==> src/rtl/mantissa_align_seq.sv <==
// -----------------------------------------------------------------------------
// mantissa_align_seq
//
// Alignment stage that sits between the exponent subtractor and the mantissa
// adder/subtractor. It orders the two operands by exponent and right-shifts the
// smaller-exponent mantissa by the exponent difference. Bits shifted out are
// collected into guard, round and sticky (G, R, S) bits.
//
// By default the shift is iterative, one bit per clock. Defining ALIGN_FAST_EN
// at compile time replaces it with a single-cycle barrel shift. Both modes
// produce bit-identical outputs.
//
// Ports
//   clk           : clock, rising edge
//   rst           : synchronous active-high reset
//   in_valid      : operand set valid
//   in_ready      : block accepts an operand set (IDLE and not in reset)
//   man_a, man_b  : mantissas with hidden bit, MAN_WIDTH+1 bits
//   exp_disc      : 10 = A greater, 00 = A less, 11/01 = equal
//   shift_spaces  : unsigned exponent difference
//   exp_value     : larger exponent, passed through
//   sign_in       : result sign, passed through
//   out_valid     : aligned result valid
//   out_ready     : downstream accepts the result
//   man_big       : {larger-exponent mantissa, 3'b000}
//   man_small     : aligned smaller mantissa, {G, R, S} in the low 3 bits
//   exp_out       : registered exp_value
//   sign_out      : registered sign_in
//   swapped       : 1 when B is the larger-exponent operand
// -----------------------------------------------------------------------------
module mantissa_align_seq #(
    parameter int MAN_WIDTH = 23,
    parameter int EXP_WIDTH = 8
) (
    input  logic                 clk,
    input  logic                 rst,
    input  logic                 in_valid,
    output logic                 in_ready,
    input  logic [MAN_WIDTH:0]   man_a,
    input  logic [MAN_WIDTH:0]   man_b,
    input  logic [1:0]           exp_disc,
    input  logic [EXP_WIDTH-1:0] shift_spaces,
    input  logic [EXP_WIDTH-1:0] exp_value,
    input  logic                 sign_in,
    output logic                 out_valid,
    input  logic                 out_ready,
    output logic [MAN_WIDTH+3:0] man_big,
    output logic [MAN_WIDTH+3:0] man_small,
    output logic [EXP_WIDTH-1:0] exp_out,
    output logic                 sign_out,
    output logic                 swapped
);

    localparam int W     = MAN_WIDTH + 4;
    localparam int CNT_W = $clog2(W + 1);
    localparam logic [CNT_W-1:0] W_CNT = CNT_W'(W);

    typedef enum logic [1:0] {
        IDLE  = 2'd0,
        SHIFT = 2'd1,
        DONE  = 2'd2
    } state_t;

    state_t           state;
    logic [W-1:0]     small_q;

    logic             swap_sel;
    logic [W-1:0]     big_sel;
    logic [W-1:0]     small_sel;
    logic [CNT_W-1:0] eff_cnt;

    // in_ready is the only combinational output; it must drop during reset.
    assign in_ready  = (state == IDLE) && !rst;
    assign man_small = small_q;

    // Operand ordering and effective shift count, evaluated against the live
    // inputs so the IDLE capture edge can load everything at once.
    always_comb begin
        // NOTE: every always_comb output gets a value on every path (here, up
        // front) so no latch is inferred.
        swap_sel  = (exp_disc == 2'b00);
        big_sel   = {(swap_sel ? man_b : man_a), 3'b000};
        small_sel = {(swap_sel ? man_a : man_b), 3'b000};
        eff_cnt   = '0;
        // exp_disc[0] set means equal exponents (11, and 01 treated as 11).
        if (!exp_disc[0]) begin
            // A shift of W or more moves every bit into sticky; clamping to W
            // bounds both the iterative latency and the barrel shift amount.
            if (32'(shift_spaces) >= 32'(W)) begin
                eff_cnt = W_CNT;
            end else begin
                eff_cnt = CNT_W'(shift_spaces);
            end
        end
    end

`ifdef ALIGN_FAST_EN
    logic [W-1:0] fast_small;
    logic         fast_sticky;

    // Single-cycle equivalent of eff_cnt iterations: bit0 of the result is
    // the OR of every bit that leaves the register plus the bit landing there.
    always_comb begin
        fast_sticky = 1'b0;
        for (int i = 0; i < W; i++) begin
            if (i < int'(eff_cnt)) begin
                fast_sticky = fast_sticky | small_sel[i];
            end
        end
        fast_small    = small_sel >> eff_cnt;
        fast_small[0] = fast_small[0] | fast_sticky;
    end
`else
    logic [CNT_W-1:0] cnt;
`endif

    always_ff @(posedge clk) begin
        if (rst) begin
            // NOTE: sequential state uses non-blocking assignments only, so
            // every register samples the pre-edge values of the others.
            state     <= IDLE;
            out_valid <= 1'b0;
            man_big   <= '0;
            small_q   <= '0;
            exp_out   <= '0;
            sign_out  <= 1'b0;
            swapped   <= 1'b0;
`ifndef ALIGN_FAST_EN
            cnt       <= '0;
`endif
        end else begin
            case (state)
                IDLE: begin
                    if (in_valid) begin
                        man_big  <= big_sel;
                        exp_out  <= exp_value;
                        sign_out <= sign_in;
                        swapped  <= swap_sel;
`ifdef ALIGN_FAST_EN
                        small_q   <= fast_small;
                        state     <= DONE;
                        out_valid <= 1'b1;
`else
                        small_q <= small_sel;
                        cnt     <= eff_cnt;
                        if (eff_cnt == '0) begin
                            state     <= DONE;
                            out_valid <= 1'b1;
                        end else begin
                            state <= SHIFT;
                        end
`endif
                    end
                end

                SHIFT: begin
`ifdef ALIGN_FAST_EN
                    // Unreachable with the barrel shifter.
                    state <= IDLE;
`else
                    // The old round bit is folded into sticky, so sticky keeps
                    // the OR of everything shifted past the guard position.
                    small_q <= {1'b0, small_q[W-1:2], small_q[1] | small_q[0]};
                    cnt     <= cnt - 1'b1;
                    if (cnt == CNT_W'(1)) begin
                        state     <= DONE;
                        out_valid <= 1'b1;
                    end
`endif
                end

                DONE: begin
                    // Outputs hold until the consumer takes them.
                    if (out_ready) begin
                        state     <= IDLE;
                        out_valid <= 1'b0;
                    end
                end

                default: begin
                    state     <= IDLE;
                    out_valid <= 1'b0;
                end
            endcase
        end
    end

endmodule

==> config.mk <==
export PLATFORM = sky130hd
export DESIGN_NAME = mantissa_align_seq
export DESIGN_NICKNAME = d
export VERILOG_FILES = /design/src/rtl/mantissa_align_seq.sv
export SDC_FILE = /design/constraint.sdc
export NUM_CORES = 1
export LEC_CHECK = 0
export ABC_AREA = 1
export BUFFER_PORTS_ARGS = -buffer_cell sky130_fd_sc_hd__buf_2
export CAP_MARGIN = 15
export CORE_ASPECT_RATIO = 0.5
export CORE_MARGIN = 1
export CORE_UTILIZATION = 48
export CTS_CLUSTER_SIZE = 10
export DETAILED_ROUTE_END_ITERATION = 10
export GPL_ROUTABILITY_DRIVEN = 0
export GPL_TIMING_DRIVEN = 0
export PLACE_DENSITY = 0.8
export SYNTH_ARGS = -nofsm -noshare
export SYNTH_HDL_FRONTEND = slang
export SYNTH_SLANG_ARGS = --single-unit
==> constraint.sdc <==
create_clock -name clk -period 1.6 [get_ports clk]
set_input_delay 0.08 -clock clk [delete_from_list [all_inputs] [get_ports clk]]
set_output_delay 0.08 -clock clk [all_outputs]
set_load 0.01 [all_outputs]
; ---- Word-level counts from Yosys, hierarchy flattened
; Index checks and enable logic that the tools add are counted.
[classes]
add_sub_neg = 1
order_cmp = 1
eq_ne = 7
mux = 18
n_bitwise = 1
n_reduce_logical = 10
[ops]
columns = operator, n
row1 = case mux 27 bit (2 select lines), 1
row2 = 2-to-1 mux 24 bit, 2
row3 = 2-to-1 mux 27 bit, 1
row4 = 2-to-1 mux 5 bit, 3
row5 = case mux 5 bit (2 select lines), 1
row6 = ">= comparator 8 x 5 -> 1 bit, second input constant", 1
row7 = 2-to-1 mux 2 bit, 4
row8 = "!= test 2 bit, second input constant", 3
row9 = case mux 2 bit (3 select lines), 1
row10 = "== test 5 x 1 -> 1 bit, second input constant", 1
row11 = zero test 5 bit, 1
row12 = "subtractor 5 x 1 -> 5 bit, second input constant", 1
row13 = zero test 2 bit, 2
row14 = 2-to-1 mux 1 bit, 4
row15 = AND reduction 2 bit, 2
row16 = AND reduction 4 bit, 1
row17 = case mux 1 bit (3 select lines), 1
row18 = AND reduction 3 bit, 1
row19 = "== test 2 x 1 -> 1 bit, second input constant", 1
row20 = "== test 2 bit, second input constant", 1
row21 = "!= test 2 x 1 -> 1 bit, second input constant", 1
row22 = nonzero test 2 bit, 1
row23 = logical AND 1 bit, 1
row24 = zero test 1 bit, 1
row25 = OR 1 bit, 1
[totals]
register_bits = 69
inputBits = 71
output_inout_bits = 66
wordCells = 46

; ---- Depth between registers and ports, before layout
[depth]
word_depth = 7
ltp_mapped = 11
ltp_nobuf = 11

; ---- Worst setup path after synthesis
; No wires, ideal clock.
[synth_timing]
path_kind = register to register
start = register cnt[0]
end = register cnt[1]
setup_ns = 0.074
arrival_time_ns = 1.092
required_ns = 1.526
path_slack_ns = 0.434
path_stages_with_launch = 5
path_buffers = 0
synth_period_minus_slack_ns = 1.166
path_cell_list = dfxtp_1 > inv_1 > ha_1 > or2_2 > a31oi_1
[synth_via]
elab_chain_cells = 2
[synth_rtl]
columns = element, line
row1 = "start, declared", 114  ; logic [CNT_W-1:0] cnt;
row2 = "start signal, assigned", 145  ; cnt <= eff_cnt;
row3 = "start signal, assigned", 164  ; cnt <= cnt - 1'b1;
row4 = subtractor 5 x 1 -> 5 bit, 164
row5 = case mux 5 bit (2 select lines), 132  ; case (state)
; No other way between the ends.
; A chain may end at the register's enable or synchronous reset.

; ---- Final worst setup path
[layout_timing]
start = register state[0]
end = register small_q[22], in the netlist man_small[22]
[layout_via]
elab_chain_cells = 3
elab_cells_between_ends = 6
cone_classes = eq/ne (2) / mux (1) / reduce/logical (3)
[layout_rtl]
columns = element, line
row1 = "start, declared", 64  ; state_t state;
row2 = "start signal, assigned", 121  ; state <= IDLE;
row3 = "start signal, assigned", 147  ; state <= DONE;
row4 = "start signal, assigned", 150  ; state <= SHIFT;
row5 = == test 2 x 1 -> 1 bit or zero test 2 bit (tied branches), 132
row6 = nonzero test 2 bit (no line) or != test 2 bit (tied branches), -
row7 = AND reduction 2 bit (no line), -
row8 = "end signal, assigned", 144  ; small_q <= small_sel;
row9 = "end signal, assigned", 163  ; small_q <= {1'b0, small_q[W-1:2], small_q[1] | small_q[0]};
row10 = "end, declared", 65  ; logic [W-1:0] small_q;
; Several ways; a longest one is shown, not always the timed one.

==> results.cfg <==
[route]
routedWlPerCell_um = 13.8
wl_mm = 10.0
drc = 0
vias = 3756
firstDrtPassIters = 5
drtAntennaViolNets = 0
via_per_inst = 5.16
drtIter0Drc = 292

[cells_and_area]
layout.nets = 706
fill_cells = 638
area_growth_pct = 33.4
layout-drive-gt1-share_pct = 28.5
finalInstanceArea_mm2 = 0.00446
diodes = 0

[setup_path]
crit_arrival_ns = 1.61
start_kind = flop
r2r-end = man_small[22]
cp_max_fo = 10
rrSetupSlack_ns = 0.19
endpoint_kind = flop
ff2ff_path_depth = 6
cp_data_required_time_ns = 1.81
r2r-start = state[0]
critical_path_class = reg -> reg

[global_route]
grt_pass1_wl_mm = 15.3
grt.overflow.total = 0
grtUsageTotal_pct = 27.7
grt_pass1_vias = 3204
antenna_found_initial = 0
grt_start_max_net_pins = 11

[die]
num_rows = 21
fp.coreArea_mm2 = 0.00670
start_util_pct = 49.9
dieArea_mm2 = 0.00732
dieHeight_um = 61
die_width_um = 120
io_pins = 137

[pwr]
p_comb_share_pct = 36.5
irDropWorstVdd_mv = 0.650
power.density_mw_per_mm2 = 1550
power.net_switching_mw = 2.55
leakagePower_nw = 2.18
swShare_pct = 36.9
power_frac_seq_pct = 35.3
clkPwrFrac_pct = 28.2
intPower_mw = 4.36
power_mw = 6.92

[clock_network]
numCtsBuffers = 9
cts_tree = built
postCtsSetupBuffers = 0
clockRootBuffer = clkbuf_16
cts_buffer_depth = 2
clock-sinks = 69
clock_latency_ns = 0.34
htree_levels = 3
cts.clk_slew.worst_paths_ns = 0.05

[hold_path]
min_delay_worst_endpoint = state[1]
hold_depth = 4
holdCritPathClass = in -> reg
hp-start = out_ready

[place]
io_buffers = 132
dp_hpwl_mm = 7.40
placed_area_mm2 = 0.00413

[synthesis]
syn_inst = 483
ys_ff_latch = 69
synth.avg_cell_area_um2 = 6.92
synth_warnings = 0
synth_cell_types = 28
ys_seq_area_share_pct = 41.3
synth_area_mm2 = 0.00334

[outcome]
status = completed

[timing]
fmax_mhz = 711
fin_setup_tns_ns = 0
maxSlewHeadroom_pct = 64.6
slew_violations = 0
finalSetupViolCount = 0
fin_worst_skew_ns = 0.00410
worst-slew-pin-transition_ns = 0.530
post-route-period-util_pct = 87.9
hold_ws_ns = 0.00520
period_minus_slack_ns = 1.41
rsz0062_at_grt = no
hold_viol = 0

[job]
maxCapViolCount = 0
[logic make-up (layout without fill, tap and decap cells)]
| kind of cell | count (synthesis) | after routing | synth area share (%) |
|---|---|---|---|
| xor+xnor | 3 | 3 | 0.786 |
| compound gates | 138 | 138 | 23.2 |
| buf+inv | 81 | 232 | 11.0 |
| flops | 69 | 69 | 41.3 |
| fa+ha+maj | 2 | 2 | 0.749 |
| simple gates | 189 | 189 | 22.8 |
| other cells | 1 | 3 | 0.112 |
[worst max-delay path: stages (launching register included)]
cell	delay (ns)
dfxtp_1	0.38
nor2_2	0.06
nand2_2	0.13
clkbuf_1	0.38
a21oi_1	0.07
o21ai_0	0.13
a31oi_1	0.11
[layout make-up]
class	instances	area [um^2]	share of cell area, %
multi-input combinational	335	1600	35.9
sequential	69	1380	31.0
timing repair buffer	137	711	15.9
clock buffer	12	246	5.53
buffer	35	196	4.41
inverter	46	173	3.87
tap	92	115	2.58
clock inverter	2	35.0	0.786
[flip-flops by register name, summed over array words and instances (netlist names)]
signal,count
out_valid,1
exp_out,8
cnt,5
state,2
man_big,24
swapped,1
sign_out,1
man_small,27
[timing repair]
action,CTS,global route
hold buffers,5,0
resized for setup,0,0
hold endpoints to repair,5,0
[Yosys cell counts, drive strengths merged]
library cell,count,area (um^2)
clkinv,1,3.75
o211ai,10,75.1
a21oi,34,189
xor2,3,26.3
or2,1,6.26
dfxtp,69,1380
nand2,120,455
o21ai,68,340
inv,45,169
a31oi,20,125
clkbuf,11,41.3
conb,1,3.75
o21bai,1,7.51
nor3,3,15.0
nand3,23,115
nand3b,2,15.0
ha,2,25.0
nor2,40,155
buf,24,155
a21boi,1,7.51
o31ai,4,30.0
[metal layers]
layer	GRT usage [%]	wire, um
met1	35.6	4600
met2	44.7	4620
met3	8.74	712
met4	9.64	118
met5	0	0
[layout by cell type (no fill, tap or decap), types with 2 or more instances in the layout]
| cell type | instances |
|---|---|
| nand2_1 | 118 |
| nor3_1 | 3 |
| nand2_2 | 2 |
| inv_2 | 3 |
| o31ai_1 | 4 |
| clkbuf_1 | 13 |
| nor2_1 | 38 |
| ha_1 | 2 |
| xor2_1 | 3 |
| a21oi_2 | 5 |
| a21oi_1 | 29 |
| nand3b_1 | 2 |
| conb_1 | 3 |
| a31oi_1 | 20 |
| buf_4 | 9 |
| o21ai_1 | 8 |
| dfxtp_1 | 69 |
| o21ai_0 | 60 |
| buf_6 | 2 |
| o211ai_1 | 10 |
| dlygate4sd3_1 | 5 |
| inv_1 | 42 |
| nor2_2 | 2 |
| clkbuf_16 | 9 |
| buf_2 | 145 |
| nand3_1 | 23 |
[worst max path at each step]
stage	end	start	slack [ns]
6_report	man_small[22]	state[0]	0.19
5_1_grt	cnt[3]	state[0]	0.07
4_1_cts	man_small[22]	state[0]	0.21
3_5_place_dp	man_big[22]	rst	0.17
3_3_place_gp	man_small[22]	exp_disc[1]	0.21
2_1_floorplan	cnt[1]	cnt[0]	0.43
[through the flow]
stage	utilization [%]	worst slack (ns)	std cells
after global routing	66.5	0.0655	728
final	66.5	0.194	728
after floorplan	-	0.434	485
after detailed placement	61.6	0.168	709
after global placement	61.6	0.214	709
after CTS	66.5	0.211	728
[power groups by stage]
| stage | clock, mW | combinational, mW | sequential (mW) |
|---|---|---|---|
| after detailed placement | 0 | 2.48 | 2.46 |
| after CTS | 1.95 | 2.51 | 2.43 |
| final | 1.95 | 2.53 | 2.44 |
| after floorplan | 0 | 1.47 | 2.60 |
| after global routing | 2.05 | 2.82 | 2.49 |
| after global placement | 0 | 2.44 | 2.45 |
Power figures use the tool's default switching activity.
